### src/rtl/cache_pkg.sv
// Shared cache definitions: fill FSM state encoding and default block geometry,
// used by cache_fill_fsm and cache_controller.
package cache_pkg;

    typedef enum logic [0:0] {
        IDLE = 1'b0,
        FILL = 1'b1
    } fill_state_e;

    localparam int CACHE_BLOCK_WORDS = 8;
    localparam int CACHE_WORD_OFF_W  = $clog2(CACHE_BLOCK_WORDS);

endpackage

### src/rtl/cache_fill_fsm_fill_counter.sv
// Up-counter with synchronous clear and enable. It saturates at MAX and flags
// when the count equals TC_VALUE.
module fill_counter #(
    parameter int WIDTH    = 4,
    parameter int MAX      = 8,
    parameter int TC_VALUE = 8
) (
    input  logic             clk,
    input  logic             srst,
    input  logic             clr,
    input  logic             en,
    output logic [WIDTH-1:0] count,
    output logic             tc
);

    localparam logic [WIDTH-1:0] CNT_MAX = WIDTH'(MAX);
    localparam logic [WIDTH-1:0] CNT_TC  = WIDTH'(TC_VALUE);

    logic [WIDTH-1:0] count_reg;

    always_ff @(posedge clk) begin
        if (srst || clr) begin
            count_reg <= '0;
        end else if (en && (count_reg != CNT_MAX)) begin
            count_reg <= count_reg + WIDTH'(1);
        end
    end

    assign count = count_reg;
    assign tc    = (count_reg == CNT_TC);

endmodule

### src/rtl/cache_fill_fsm.sv
// Cache block fill sequencer: issues BLOCK_WORDS back-to-back memory reads and writes
// the returned words into the data array. Define CACHE_FILL_MISS_CNT_EN to add miss_count.
module cache_fill_fsm
    import cache_pkg::*;
#(
    parameter int BLOCK_WORDS = CACHE_BLOCK_WORDS,
    parameter int ADDR_W      = 16
) (
    input  logic                           clk,
    input  logic                           rst,
    input  logic                           miss_detected,
    input  logic [ADDR_W-1:0]              miss_address,
    input  logic [15:0]                    memory_data,
    input  logic                           memory_data_valid,
    output logic                           memory_read_en,
    output logic [ADDR_W-1:0]              memory_address,
    output logic                           write_data_array,
    output logic [$clog2(BLOCK_WORDS)-1:0] fill_word_offset,
    output logic [15:0]                    fill_data,
    output logic                           write_tag_array,
`ifdef CACHE_FILL_MISS_CNT_EN
    output logic [15:0]                    miss_count,
    output logic                           fsm_busy
`else
    output logic                           fsm_busy
`endif
);

    localparam int OFF_W = $clog2(BLOCK_WORDS);
    localparam int CNT_W = OFF_W + 1;
    localparam int BLK_W = ADDR_W - OFF_W - 1;

    fill_state_e      state_reg;
    fill_state_e      state_next;
    logic [BLK_W-1:0] blk_addr_reg;

    logic [CNT_W-1:0] issue_cnt;
    logic [CNT_W-1:0] recv_cnt;
    logic             issue_done;
    logic             recv_last;

    logic in_fill;
    logic accept_miss;
    logic issuing;
    logic receiving;
    logic last_word;

    assign in_fill     = (state_reg == FILL);
    assign accept_miss = (state_reg == IDLE) && miss_detected;
    assign issuing     = in_fill && !issue_done;
    assign receiving   = in_fill && memory_data_valid;
    assign last_word   = receiving && recv_last;

    fill_counter #(
        .WIDTH   (CNT_W),
        .MAX     (BLOCK_WORDS),
        .TC_VALUE(BLOCK_WORDS)
    ) u_issue_cnt (
        .clk  (clk),
        .srst (rst),
        .clr  (accept_miss),
        .en   (issuing),
        .count(issue_cnt),
        .tc   (issue_done)
    );

    // The receive flag fires on the last word so the tag write lands with it.
    fill_counter #(
        .WIDTH   (CNT_W),
        .MAX     (BLOCK_WORDS),
        .TC_VALUE(BLOCK_WORDS - 1)
    ) u_recv_cnt (
        .clk  (clk),
        .srst (rst),
        .clr  (accept_miss),
        .en   (receiving),
        .count(recv_cnt),
        .tc   (recv_last)
    );

    always_comb begin
        state_next = state_reg;
        case (state_reg)
            IDLE:    if (miss_detected) state_next = FILL;
            FILL:    if (last_word) state_next = IDLE;
            default: state_next = IDLE;
        endcase
    end

    always_ff @(posedge clk) begin
        if (rst) begin
            state_reg    <= IDLE;
            blk_addr_reg <= '0;
        end else begin
            state_reg <= state_next;
            if (accept_miss) begin
                blk_addr_reg <= miss_address[ADDR_W-1:OFF_W+1];
            end
        end
    end

    assign fsm_busy         = in_fill;
    assign memory_read_en   = issuing;
    assign memory_address   = issuing ? {blk_addr_reg, issue_cnt[OFF_W-1:0], 1'b0} : '0;
    assign write_data_array = receiving;
    assign fill_word_offset = receiving ? recv_cnt[OFF_W-1:0] : '0;
    assign fill_data        = memory_data;
    assign write_tag_array  = last_word;

    // Count MSBs only mark completion; the low address bits select within a block.
    logic unused_bits;
    assign unused_bits = ^{issue_cnt[OFF_W], recv_cnt[OFF_W], miss_address[OFF_W:0]};

`ifdef CACHE_FILL_MISS_CNT_EN
    logic [15:0] miss_count_reg;

    always_ff @(posedge clk) begin
        if (rst) begin
            miss_count_reg <= '0;
        end else if (accept_miss && (miss_count_reg != 16'hFFFF)) begin
            miss_count_reg <= miss_count_reg + 16'd1;
        end
    end

    assign miss_count = miss_count_reg;
`endif

endmodule
### config.mk
export PLATFORM = sky130hd
export DESIGN_NAME = cache_fill_fsm
export DESIGN_NICKNAME = d
export VERILOG_FILES = /design/src/rtl/cache_pkg.sv /design/src/rtl/cache_fill_fsm_fill_counter.sv /design/src/rtl/cache_fill_fsm.sv
export SDC_FILE = /design/constraint.sdc
export NUM_CORES = 1
export LEC_CHECK = 0
export ABC_AREA = 1
export CORE_ASPECT_RATIO = 0.9
export CORE_MARGIN = 2
export CORE_UTILIZATION = 37
export CTS_CLUSTER_SIZE = 14
export DETAILED_ROUTE_END_ITERATION = 10
export PLACE_DENSITY = 0.76
export REMOVE_ABC_BUFFERS = 1
export SLEW_MARGIN = 10
export SYNTH_ARGS = -nofsm -noshare
export SYNTH_HDL_FRONTEND = slang
export SYNTH_SLANG_ARGS = --single-unit
### constraint.sdc
create_clock -name clk -period 1.7 [get_ports clk]
set_clock_uncertainty 0.1 [all_clocks]
set_input_delay 0.425 -clock clk [delete_from_list [all_inputs] [get_ports clk]]
set_output_delay 0.425 -clock clk [all_outputs]
set_load 0.03 [all_outputs]
---- Word-level counts from Yosys, hierarchy flattened ----
Cells that the tools add are included.
storage, ports and cells
  register bits after elaboration ......... 21
  bits of input ports ..................... 36
operators by class
  reductions and logical operators ........ 8
  add/sub/neg operators ................... 2
  multiplexer cells ....................... 5
  equal/unequal tests ..................... 4
  bitwise logic cells ..................... 1
operators with widths
  cell                                                  count
  two-way mux 16 bit                                    1
  adder 4 x 1 -> 4 bit (second input constant)          2
  != test 4 bit (second input constant)                 2
  logical AND 1 bit                                     6
  equality test 4 x 3 -> 1 bit (second input constant)  1
  equality test 4 bit (second input constant)           1
  two-way mux 3 bit                                     1
  two-way mux 1 bit                                     2
  case mux 1 bit (2 select lines)                       1
  logical NOT 1 bit                                     1
  logical OR 1 bit                                      1
  inverter 1 bit                                        1

---- Logic depth before layout (Yosys ltp) ----
Gate-level depths: netlist (run 1).
  depth in word-level cells ............... 4
  mapped depth ............................ 7
  mapped depth without buffers ............ 7

---- Hierarchy ----
From an unflattened synthesis (run 1), not the netlist that was laid out.
unflattened totals
  cell total of the unflattened synthesis .. 214
  area, all modules ....................... 1,333.8 sq um
modules (own cells, without submodules)
  module                      instances  seq. area each (sq um)  cells each  area each (sq um)
  cache_fill_fsm              1          260.2                   144         864.6
  fill_counter (u_recv_cnt)   1          80.1                    37          245.2
  fill_counter (u_issue_cnt)  1          80.1                    33          224.0

---- Worst setup path before layout (run 1) ----
No wires, ideal clock.
  kind .................................... flip-flop to output port
  start ................................... register u_issue_cnt.count_reg[0], in the netlist u_issue_cnt.count[0]
  end ..................................... output memory_address[15]
  setup slack ............................. -144 ps
  buffers on the path ..................... 1
  cell stages (with the launch flop) ...... 7
  data arrival time ....................... 1,319 ps
  data required time ...................... 1,175 ps
  cell sequence ........................... dfxtp_1 -> inv_1 -> ha_1 -> nand3_1 -> nand2_1 -> buf_6 -> nor2_1
between the ends
  longest elaborated chain between the ends .. 4
RTL lines
  element                 RTL line                           source
  from (decl)             cache_fill_fsm_fill_counter.sv:19  logic [WIDTH-1:0] count_reg;
  from (signal assigned)  cache_fill_fsm_fill_counter.sv:25  count_reg <= count_reg + WIDTH'(1);
  equality test 4 bit     cache_fill_fsm_fill_counter.sv:30  assign tc = (count_reg == CNT_TC);
  logical NOT 1 bit       cache_fill_fsm.sv:50               assign issuing = in_fill && !issue_done;
  logical AND 1 bit       cache_fill_fsm.sv:50
  two-way mux 16 bit      cache_fill_fsm.sv:104              assign memory_address = issuing ? {blk_addr_reg, issue_cnt[OFF_W-1:0], 1'b0} : '0;
  to (decl)               cache_fill_fsm.sv:16               output logic [ADDR_W-1:0] memory_address,
Every way passes these cells.

---- Worst setup path after layout (run 1) ----
  start ................................... register u_issue_cnt.count_reg[1], in the netlist u_issue_cnt.count[1]
  end ..................................... output memory_address[12]
The elaborated chain is that of the path after synthesis.

==> flow_summary_export.csv, run 1 <==
group,metric,value,unit
route,drc,0,
worst_setup_path,worstSetupPathType,"register to output port",
floorplan,core_area,3140,µm²
grt,grt_pass1_vias,1062,
sta,period_share,1.10,
cts,cts_root_buf,"clkbuf_8",
floorplan,num_io_pins,75,
cts,h-tree-depth,1,
floorplan,dieHeight,59,µm
worst_hold_path,hp-class,"register to register",
logic_synthesis,synth_seq_area_share,0.338,
cells_and_area,seq_area,434,µm²
logic_synthesis,yosys_warnings,0,
route,drtPass1Iterations,4,
cts,clock_latency,0.25,ns
worst_setup_path,crit_arrival,1.35,ns
logic_synthesis,synth_top_area_frac,0.338,
cts,clk_pin_slew,0.08,ns
route,drt_iter0_drc,21,
pwr,power.density,610,nW/µm²
logic_synthesis,synth_area_leader_cell,"dfxtp_1",
route,vias,1173,
pwr,p_leak,0.779,nW
worst_setup_path,cp-start-kind,"register",
cells_and_area,antennaDiodeCount,0,
sta,rsz0062_at_grt,"yes",
route,totalWireLength,3110,µm
worst_setup_path,path_cells,"inv_2 > ha_4 > nand3_4 > nand2_8 > buf_12 > nor2_4 > buf_6",
route,met1_length,1230,µm
logic_synthesis,syn_area,1240,µm²
sta,setup_slack,-0.171,ns
floorplan,initial_core_util,0.396,
route,vias_per_cell,4.53,
cells_and_area,multi_input_area,647,µm²
grt,grt_max_degree,14,
floorplan,die_w,65.1,µm
cts,clockBufferDepth,2,
logic_synthesis,synthFlopType,"dfxtp_1",
worst_setup_path,end_kind,"output port",
grt,antenna_found_initial,0,
cts,numCtsBuffers,3,
cts,clkSinkCount,21,
run,cap_violations,0,
pwr,power,0.00115,W
worst_setup_path,slowest_delay,0.34,ns
logic_synthesis,yosysMostFrequentCell,"nand2_1",
grt,track_usage,0.170,
pwr,ir_drop,0.510,mV
place,gp_congestion,0.744,
floorplan,rows,19,
run_status,outcome,"finished with violations",
cells_and_area,design_area,1890,µm²
logic_synthesis,ys_types,20,
cells_and_area,n_fill_cell,307,
floorplan,dieArea,3840,µm²
cells_and_area,syn_to_final_growth,51.9,%
route,dr.max_layer_used,"met4",
logic_synthesis,synthArstFlopShare,0,
cells_and_area,largest_reg_flops,12,
sta,setup_violations,16,
logic_synthesis,ys_seq_elements,21,
worst_setup_path,cp_slowest_cell,"dfxtp_2",
logic_synthesis,postSynthAreaPerCell,7.19,µm²
logic_synthesis,synth.area.top_cells,"dfxtp_1 34%, nand2_1 12%, buf_4 10%",
route,antenna_left,0,
sta,maxSlewViolCount,0,
sta,hold_viol_final,0,
place,portBuffers,37,
cells_and_area,drive_above_1_share,0.378,
route,wl_met2,1580,µm
logic_synthesis,synth_common_cells,"40 x nand2_1, 26 x inv_1, 21 x dfxtp_1",
worst_setup_path,crit_fanout,8,
place,placed_cell_area,1570,µm²
sta,min_period,1.87,ns
run_status,violations,"setup timing",
worst_setup_path,required,1.17,ns
route,wl_per_cell,12.0,µm
cells_and_area,nets,258,
logic_synthesis,netlist_instances,173,
cts,cts_tree,"built",
logic_synthesis,synth_edf_count,0,
grt,grt-ovfl-total,0,
place,post-dp-hpwl,2010,µm
route,dr_wl_met3,285,µm
grt,grt_pass1_wl,4950,µm
place,place_ws,-0.208,ns
sta,clock.fmax,535,MHz
layout by cell type, fill, tap and decap left out, drive strengths merged:
cell and count:
nand4 2, xor2 1, inv 28, o21bai 1, o21ai 3, a21oi 19
dlygate4sd2 2, conb 1, buf 46, nand3 7, clkdlybuf4s50 14, nor2 24
clkbuf 4, dfxtp 21, nand2 40, ha 4
logic make-up (layout without fill, tap and decap cells):
group | count (synthesis) | in the layout | synth area share
xor gates and xnor gates | 1 | 1 | 0.00704
AOI/OAI and AO/OA | 23 | 23 | 0.0946
other | 1 | 1 | 0.00302
adders and majority gates | 4 | 4 | 0.0402
and+or+nand+nor | 73 | 73 | 0.294
buffers and inverters | 50 | 94 | 0.223
DFF | 21 | 21 | 0.338
cell type report:
cell class | count | share of cell area
multi-input cells | 102 | 0.342
clock buffers | 4 | 0.0238
well taps | 42 | 0.0278
inverters | 28 | 0.0570
repair buffers | 62 | 0.319
flip-flops and latches | 21 | 0.230
final timing paths:
check / start / endpoint / slack, ns / cells past startpoint
worst max-delay path: u_issue_cnt.count[1] / memory_address[12] / -0.17 / 7
worst min-delay path: blk_addr_reg[10] / blk_addr_reg[10] / 0.36 / 2
worst max register to register: fsm_busy / u_recv_cnt.count[3] / 0.15 / 9
worst min register to register: blk_addr_reg[10] / blk_addr_reg[10] / 0.36 / 2
power by group:
group	internal [W]	switching [W]
logic	0.000139	0.000158
registers	0.000513	0.0000172
clock network	0.000167	0.000157
total	0.000819	0.000333
metal layers:
metal  vias to the layer above  global-route usage
met5                         -              0.0417
met3                         2              0.0951
met2                        49               0.268
li1                        595                   -
met4                         0              0.0268
met1                       527               0.205
repair_timing:
item,4_1_cts,5_1_grt
hold buffers,0,0
gates resized for setup,50,6
setup buffers,7,2
endpoints found under the hold margin,0,0
endpoints found under the setup margin,22,20
pin swaps,3,4
gates cloned,1,0
critical path: cells and delay by family, from the launching register on:
family                     cells  cell delay (ns)
DFF                            1             0.34
buffers and inverters          3             0.34
and+or+nand+nor                3             0.25
adders and majority gates      1             0.16
per-stage QoR:
step | utilization | TNS [ns] | instances | hold slack (ns)
2_1_floorplan | - | -11.32 | 151 | 0.335
3_3_place_gp | 0.499 | -0.777 | 245 | 0.348
3_5_place_dp | 0.499 | -0.829 | 245 | 0.353
4_1_cts | 0.587 | -2.56 | 257 | 0.365
5_1_grt | 0.602 | -3.63 | 259 | 0.377
6_report | 0.602 | -2.42 | 259 | 0.361
Power figures use the tool's default switching activity.
==> inputs of run 2 (changes only) <==
--- a/config.mk
+++ b/config.mk
@@ -7,10 +7,10 @@
 export LEC_CHECK = 0
 export ABC_AREA = 1
 export CORE_ASPECT_RATIO = 0.9
-export CORE_MARGIN = 2
 export CORE_UTILIZATION = 37
 export CTS_CLUSTER_SIZE = 14
 export DETAILED_ROUTE_END_ITERATION = 10
+export GPL_TIMING_DRIVEN = 0
 export PLACE_DENSITY = 0.76
 export REMOVE_ABC_BUFFERS = 1
 export SLEW_MARGIN = 10
==> run 2 against run 1 <==
Effect of this change: the run still ends with setup timing left; first-iteration DRC count grew to 2.7 times the previous value; global-route usage grew 1.1 points; clock power shrank 1%; largest cell class unchanged.
==> flow_summary_export.csv, run 2 (same netlist as run 1, synthesis figures left out) <==
group,metric,value,unit
run_status,outcome,"finished with violations",
run_status,violations,"setup timing",
route,drt_iter0_drc,56,
floorplan,rows,19,
cells_and_area,stdcell_count,255,
route,drtPass1Iterations,4,
pwr,switchingPower,0.000338,W
sta,period_share,1.09,
cells_and_area,syn_to_final_growth,52.7,%
cts,h-tree-depth,1,
sta,clock.fmax,538,MHz
worst_setup_path,crit_fanout,5,
cts,numCtsBuffers,3,
pwr,power,0.00114,W
grt,grt-ovfl-total,0,
worst_setup_path,path_delay_family,"simple AND/OR/NAND/NOR gates",
floorplan,initial_core_util,0.396,
worst_setup_path,worstSetupPathType,"register to output port",
route,vias_per_cell,4.73,
floorplan,core_area,3140,µm²
sta,min_period,1.86,ns
pwr,pwr-share-comb,0.249,
sta,maxSlewViolCount,0,
worst_setup_path,slowest_delay,0.33,ns
cts,cts_tree,"built",
cells_and_area,mostFrequentLayoutCells,"37 x nand2_1, 22 x buf_4, 21 x inv_1, 19 x a21oi_1, 18 x buf_6",
cells_and_area,fin_util,0.605,
sta,tns,-2.38,ns
worst_setup_path,required,1.17,ns
pwr,ir_drop,0.528,mV
place,gp_congestion,0.730,
route,vias,1205,
route,totalWireLength,3130,µm
pwr,p_leak,0.760,nW
pwr,internal_power,0.000804,W
cts,clock_latency,0.26,ns
worst_setup_path,path_cells,"inv_2 > ha_4 > nand3_4 > nand2_8 > inv_8 > buf_6",
cts,cts_root_buf,"clkbuf_8",
cells_and_area,drive_above_1_share,0.399,
grt,grt_pass1_wl,5040,µm
cells_and_area,nets,254,
sta,slew_headroom,0.632,
grt,antenna_found_initial,0,
floorplan,dieHeight,57,µm
grt,grt_pass1_vias,1103,
cts,clockBufferDepth,2,
run,cap_violations,0,
floorplan,num_io_pins,75,
floorplan,die_w,63.1,µm
worst_setup_path,cp_slowest_cell,"dfxtp_2",
sta,hold_viol_final,0,
sta,setup_slack,-0.160,ns
sta,rsz0062_at_grt,"yes",
pwr,seqPwrFrac,0.471,
cells_and_area,antennaDiodeCount,0,
place,portBuffers,37,
route,drc,0,
worst_setup_path,cp-start-kind,"register",
sta,worst_pin_slew,0.551,ns
cells_and_area,layout_commonest_cell,"nand2_1",
grt,track_usage,0.181,
worst_setup_path,crit_arrival,1.33,ns
sta,timing.hold.ws,0.360,ns
cells_and_area,largest_reg_flops,12,
worst_hold_path,hp-class,"register to register",
sta,setup_violations,16,
worst_setup_path,end_kind,"output port",
route,wl_per_cell,12.3,µm
worst_setup_path,cp_num_buf_inv,3,
cts,clkSinkCount,21,
pwr,switching_share,0.296,
place,placed_cells,230,
cells_and_area,n_fill_cell,285,
grt,grt_max_degree,15,
floorplan,dieArea,3600,µm²
route,antenna_left,0,
place,post-dp-hpwl,1850,µm
pwr,clkPwrFrac,0.280,
pwr,power.density,601,nW/µm²
cts,clk_pin_slew,0.07,ns
-- run 2: cell count changes in the layout (fill, tap and decap cells not counted), sizes merged --
cell and change:
buf -6, dlygate4sd2 -1, clkbuf +1, dlymetal6s2s +1, clkinvlp +1, inv -1
clkdlybuf4s50 -1, nand2 +2
-- run 2: area by class of cell --
| class | count | area (µm²) | area share |
|---|---|---|---|
| timing repair buffer | 56 | 524 | 0.276 |
| inverter | 28 | 119 | 0.0626 |
| tap | 42 | 52.6 | 0.0277 |
| clock buffer | 4 | 45.0 | 0.0237 |
| multi-input combinational | 104 | 723 | 0.381 |
| sequential | 21 | 435 | 0.229 |
-- run 2: power by group through the flow --
stage	combinational [W]	sequential, W	clock (W)
after floorplan	0.000123	0.000543	0
after global placement	0.000211	0.000541	0
after detailed placement	0.000212	0.000542	0
after CTS	0.000259	0.000538	0.000334
after global routing	0.000307	0.000541	0.000363
final	0.000284	0.000538	0.000320
-- run 2: per-layer routing --
layer	wire length [µm]	vias to the layer above	GRT usage
li1	-	594	-
met1	1240	543	0.204
met2	1610	62	0.310
met3	261	6	0.0920
met4	28	0	0.0299
met5	0	-	0
-- run 2: timing repair --
item | 4_1_cts | 5_1_grt
pin swaps | 5 | 8
setup endpoints to repair | 43 | 37
hold buffers | 0 | 0
gates resized for setup | 180 | 21
setup buffers | 11 | 8
cloned | 2 | 0
-- run 2: worst reg2reg max path, delay by kind of cell (launching register included) --
family / cells / cell delay [ns]
compound gates: 2 / 0.18
buf+inv: 5 / 0.57
flops: 1 / 0.50
simple gates: 2 / 0.16
-- run 2: final timing paths --
check	from	end	slack (ns)	cells after the start
max	u_issue_cnt.count[1]	memory_read_en	-0.16	6
max reg2reg	fsm_busy	u_recv_cnt.count[3]	0.07	9
min reg2reg	blk_addr_reg[0]	blk_addr_reg[0]	0.36	2
min	blk_addr_reg[0]	blk_addr_reg[0]	0.36	2
-- run 2: through the flow --
step / area, µm² / setup slack [ns]
6_report: 1900 / -0.160
3_3_place_gp: 1490 / -1.37
3_5_place_dp: 1490 / -1.34
4_1_cts: 1780 / -0.168
5_1_grt: 1900 / -0.219
2_1_floorplan: 1070 / -0.729
==> inputs of run 3 (changes only) <==
--- a/config.mk
+++ b/config.mk
@@ -6,6 +6,7 @@
 export NUM_CORES = 1
 export LEC_CHECK = 0
 export ABC_AREA = 1
+export ABC_CLOCK_PERIOD_IN_PS = 1700
 export CORE_ASPECT_RATIO = 0.9
 export CORE_UTILIZATION = 37
 export CTS_CLUSTER_SIZE = 14
==> results of run 3 <==
Same layout as run 2: the final DEF is identical, and so are final timing and power.
